===== src/rtl/pc_fetch_ctrl.sv =====
// Fetch program counter with exception/redirect selection, a one-entry
// pending-redirect buffer for redirects that arrive during a stall, and an IMEM handshake.
module pc_fetch_ctrl #(
  parameter int unsigned              ADDR_W     = 32,
  parameter logic [ADDR_W-1:0]        RESET_PC   = 32'h0000_3000,
  parameter logic [ADDR_W-1:0]        EXC_VECTOR = 32'h0000_4180,
  parameter int unsigned              INST_BYTES = 4
) (
  input  logic              clk,
  input  logic              reset,
  input  logic              stall,
  input  logic              redir_valid,
  input  logic [ADDR_W-1:0] redir_target,
  input  logic              exc_req,
  input  logic              imem_ready,
  output logic [ADDR_W-1:0] pc,
  output logic              pc_valid,
  output logic              pend_valid,
  output logic              misalign_err,
  output logic [ADDR_W-1:0] bad_addr
);

  typedef enum logic {BOOT, RUN} state_t;

  localparam logic [ADDR_W-1:0] ALIGN_MASK = ADDR_W'(INST_BYTES - 1);
  localparam logic [ADDR_W-1:0] PC_STEP    = ADDR_W'(INST_BYTES);

  state_t            state;
  logic [ADDR_W-1:0] pend_target;
  logic              misaligned;
  logic              accept;

  assign misaligned = |(redir_target & ALIGN_MASK);
  assign accept     = pc_valid & imem_ready & ~stall;

  // Everything advances on the falling edge so IMEM sees a stable pc at the
  // following rising edge.
  always_ff @(negedge clk or negedge reset) begin
    if (!reset) begin
      state        <= BOOT;
      pc           <= RESET_PC;
      pc_valid     <= 1'b0;
      pend_valid   <= 1'b0;
      pend_target  <= '0;
      misalign_err <= 1'b0;
      bad_addr     <= '0;
    end else begin
      // NOTE: sequential state uses non-blocking assignments only; the
      // default below makes misalign_err a single-edge pulse unless re-set.
      misalign_err <= 1'b0;
      if (state == BOOT) begin
        // Redirects and exceptions arriving here are intentionally dropped.
        state    <= RUN;
        pc_valid <= 1'b1;
      end else begin
        if (exc_req) begin
          pc         <= EXC_VECTOR;
          pend_valid <= 1'b0;
        end else if (redir_valid && misaligned) begin
          pc           <= EXC_VECTOR;
          bad_addr     <= redir_target;
          misalign_err <= 1'b1;
          pend_valid   <= 1'b0;
        end else if (redir_valid && !stall) begin
          // Taken immediately; a buffered older redirect is superseded.
          pc         <= redir_target;
          pend_valid <= 1'b0;
        end else if (redir_valid) begin
          pend_target <= redir_target;
          pend_valid  <= 1'b1;
        end else if (pend_valid && !stall) begin
          pc         <= pend_target;
          pend_valid <= 1'b0;
        end else if (accept) begin
          pc <= pc + PC_STEP;
        end
      end
    end
  end

endmodule


===== config.mk =====
export PLATFORM = sky130hd
export DESIGN_NAME = pc_fetch_ctrl
export DESIGN_NICKNAME = d
export VERILOG_FILES = /design/src/rtl/pc_fetch_ctrl.sv
export SDC_FILE = /design/constraint.sdc
export NUM_CORES = 1
export LEC_CHECK = 0
export CAP_MARGIN = 30
export CORE_MARGIN = 3
export CORE_UTILIZATION = 31
export DETAILED_ROUTE_END_ITERATION = 12
export PLACE_DENSITY = 0.54
export SLEW_MARGIN = 30
export SYNTH_ARGS = -nofsm -noshare
export SYNTH_HDL_FRONTEND = slang
export SYNTH_SLANG_ARGS = --single-unit

===== constraint.sdc =====
create_clock -name clk -period 4.7 [get_ports clk]
set_clock_uncertainty 0.05 [all_clocks]
set_input_delay 0.94 -clock clk [delete_from_list [all_inputs] [get_ports clk]]
set_output_delay 0.94 -clock clk [all_outputs]
set_load 0.03 [all_outputs]

==> results.yml <==
floorplanning:
  coreArea_um2: 16100
  die_h_um: 135
  start_util_pct: 31.9
  row_count: 46
  num_io_pins: 105
  die_area_um2: 18100
  die_x_um: 135
power:
  p_clk_share_pct: 32.9
  p_sw_share_pct: 29.7
  pwr_density_cell_nw_per_um2: 336
  switching_power_uw: 739
  p_int_uw: 1750
  comb_power_share_pct: 23.7
  vdd_drop_max_v: 0.000181
  leakage_uw: 0.00330
  seq_power_share_pct: 43.4
drt:
  drcViolationCount: 0
  wl_met3_um: 957
  wl_met1_mm: 7.17
  firstDrtPassIters: 5
  viasPerCell: 5.29
  drt_iter0_drc: 270
  wl_met2_mm: 7.55
  avgRoutedWirePerCell_um: 18.6
  via_count: 4538
  dr.max_layer_used: "met4"
  drt_wl_total_mm: 16.0
  detail-route-antenna-nets: 0
critical_path:
  end_kind: "flip-flop"
  critPathLaunchType: "input pin"
  ff2ff_setup_slack_ns: 2.24
  critPathLaunch: "redir_target[0]"
  arrival_ns: 2.51
  worst-setup-path-type: "in2reg"
  rr_worst_depth: 6
  worstSetupEndpoint: "pend_target[30]"
  crit_fanout: 15
  r2r-end: "pc[27]"
  required_ns: 2.50
  reg2reg_from: "pc[12]"
yosys:
  synth_cell_type_count: 70
  synthXorXnorAreaFrac_pct: 1.20
  synthArstFlopShare_pct: 100
  syn_inst: 466
  netlist_area_um2: 5120
  ys_ff_latch: 100
  synth_flop_cell: "dfrtn_1"
  synth_top_family_by_area: "compound AO/OA/AOI/OAI gates"
  ys_warn_count: 0
  synth-compound-area-share_pct: 17.0
  synth_nets: 505
  muxShareOfSynthArea_pct: 14.0
  synth-edff-count: 0
  avgSynthCellArea_um2: 11.0
  ys_seq_area_share_pct: 48.9
  synth_simple_gate_area_share_pct: 14.9
  synth-adder-area-share_pct: 0.244
timing:
  tns_ns: -0.00251
  relSlewSlack_pct: 55.2
  hold_viol_final: 0
  rsz0062_at_grt: "true"
  drv_slew: 0
  tightest_slew_ns: 0.668
  setup_viol: 1
  worst_slack_ns: -0.00251
placement:
  routabilityCongestion: 0.885
  dpl.hpwl_mm: 11.4
  port_buffers: 104
  placedInstanceArea_um2: 6950
cts:
  ctsHoldBuffers: 0
  cts-root-buf: "clkbuf_16"
  cts_buffer_depth: 2
  clock_sinks: 100
  h-tree-depth: 3
  clk_latency_ns: 0.41
  cts_buffers: 9
  cts_tree: "built"
  clkTransAtPathRegs_ns: 0.05
layout:
  nets: 676
  drive_gt1_share_pct: 29.0
  area_growth_pct: 44.7
  diodes: 0
  design_area_um2: 7410
grt:
  grt_pass1_wl_mm: 26.3
  grt_pass1_vias: 4748
  grt_max_degree: 40
  grt_antenna_before_repair: 0
  grt_overflow_total: 0
  track_usage_pct: 18.5
outcome:
  violations: "setup timing"
  status: "finished with violations"
job:
  max_cap_violations: 0
worst_hold_path:
  hold_class: "reg2reg"
[per-stage QoR]
step	hold slack, ns	total power [uW]	std cells	utilization, %	setup slack [ns]
finish	0.366	2490	858	46.2	-0.00251
global route	0.391	2620	858	46.2	-0.00320
CTS	0.376	2530	858	46.1	0.00656
detailed placement	0.381	1740	828	43.3	-0.630
global placement	0.379	1720	828	43.3	-0.597
floorplan	0.346	1430	466	-	-0.0289
[layer usage]
layer  vias to the layer above  global-route usage, %
met5                         -                      0
met4                         0                   5.88
met3                        25                   4.69
met2                       140                   29.1
met1                      2281                   25.3
li1                       2092                      -
[how the worst min path moves through the flow]
stage	from	end	slack, ns	depth (start not counted)
6_report	pc[0]	pc[0]	0.37	2
3_5_place_dp	pc[0]	pc[0]	0.38	2
4_1_cts	pc[0]	pc[0]	0.38	2
5_1_grt	pc[0]	pc[0]	0.39	2
3_3_place_gp	pend_target[14]	pend_target[14]	0.38	1
2_1_floorplan	state	pc_valid	0.35	1
[registers in the layout, summed over array words and instances, names as in the netlist]
| name | flops |
|---|---|
| pc | 32 |
| pc_valid | 1 |
| misalign_err | 1 |
| pend_valid | 1 |
| bad_addr | 32 |
| pend_target | 32 |
| state | 1 |
[worst max-delay path: stages]
cell and delay (ns):
clkdlybuf4s15_1 0.21, o21a_2 0.24, buf_4 0.15, nor3_4 0.26, bufbuf_16 0.36, mux2_2 0.34
[synth_stat cells, drive strengths merged, types with 2 or more instances]
cell type	number	area share (%)
a211o	3	0.51
a211oi	3	0.54
a21o	6	0.88
a21oi	17	1.7
a221o	2	0.39
a22o	4	0.68
a22oi	4	0.59
a31o	2	0.34
a31oi	4	0.49
a32o	2	0.39
a32oi	4	0.68
and3	12	1.5
and4	2	0.37
buf	22	2.4
clkbuf	8	0.59
dfrtn	98	48
dfstp	2	1.0
inv	9	0.66
mux2	62	14
mux2i	2	0.39
nand2	25	1.8
nand2b	4	0.54
nand3	21	2.7
nand4	7	0.85
nor2	23	1.7
nor2b	5	0.61
nor3	10	1.3
nor3b	3	0.63
nor4	6	1.6
o211ai	5	0.73
o21a	3	0.44
o21ai	38	3.7
o221ai	4	0.68
o22a	3	0.51
o22ai	6	0.73
o2bb2ai	4	0.68
o31ai	4	0.59
o32ai	2	0.49
or3b	2	0.34
or4	3	0.44
xnor2	5	0.85
xor2	2	0.34
[power groups by stage]
stage,clock network (uW),logic [uW],registers [uW]
finish,820,591,1080
global route,882,636,1100
detailed placement,4.00,632,1100
CTS,849,597,1080
global placement,4.00,626,1090
floorplan,4.00,193,1230
[area by class of cell]
| type | count | area (um^2) |
|---|---|---|
| flip-flops and latches | 100 | 2500 |
| well taps | 216 | 270 |
| multi-input cells | 327 | 2490 |
| repair buffers | 189 | 1780 |
| inverters | 8 | 30.0 |
| fillers | 1493 | 8640 |
| clock buffers | 12 | 279 |
| clock inverters | 6 | 56.3 |
[layout by cell type (no fill, tap or decap), types with 3 or more instances in the layout]
cell type / synthesis / routed
a21oi_1: 17 / 17
nand4_1: 7 / 7
mux2_2: 49 / 49
nor3_1: 7 / 7
a31oi_1: 4 / 4
o31ai_1: 4 / 4
xnor2_1: 5 / 5
dfrtn_1: 98 / 98
nor2_1: 23 / 22
o2bb2ai_1: 4 / 4
a22o_1: 4 / 4
and3_1: 10 / 10
buf_4: 3 / 73
o22a_1: 3 / 3
a211o_1: 3 / 3
buf_6: 1 / 4
nor4_4: 3 / 3
nand2_1: 25 / 24
a22oi_1: 4 / 4
o211ai_1: 5 / 5
a21o_1: 6 / 6
nor4_1: 3 / 3
buf_12: 0 / 9
inv_1: 9 / 10
nand2b_1: 3 / 3
nand3_1: 17 / 17
clkbuf_16: 0 / 11
dlygate4sd2_1: 0 / 65
o21ai_1: 17 / 18
mux2_1: 13 / 13
clkdlybuf4s50_1: 0 / 30
o221ai_1: 4 / 3
a32oi_1: 4 / 4
o22ai_1: 6 / 6
o21ai_0: 21 / 20
nor2b_1: 5 / 5
[repair_timing]
| item | in CTS | in global routing |
|---|---|---|
| gates resized for setup | 89 | 4 |
| setup buffers | 10 | 0 |
| pin swaps | 8 | 3 |
| cloned | 3 | 0 |
| endpoints found under the setup margin | 141 | 16 |
[cell families (layout without fill, tap and decap cells)]
kind of cell	after synthesis	after routing
DFF	100	100
buffers and inverters	39	215
AOI/OAI and AO/OA	127	127
other	1	1
and+or+nand+nor	127	127
xor gates and xnor gates	7	7
adders and majority gates	1	1
muxes	64	64
No activity file was read; power rests on OpenSTA's default activity.
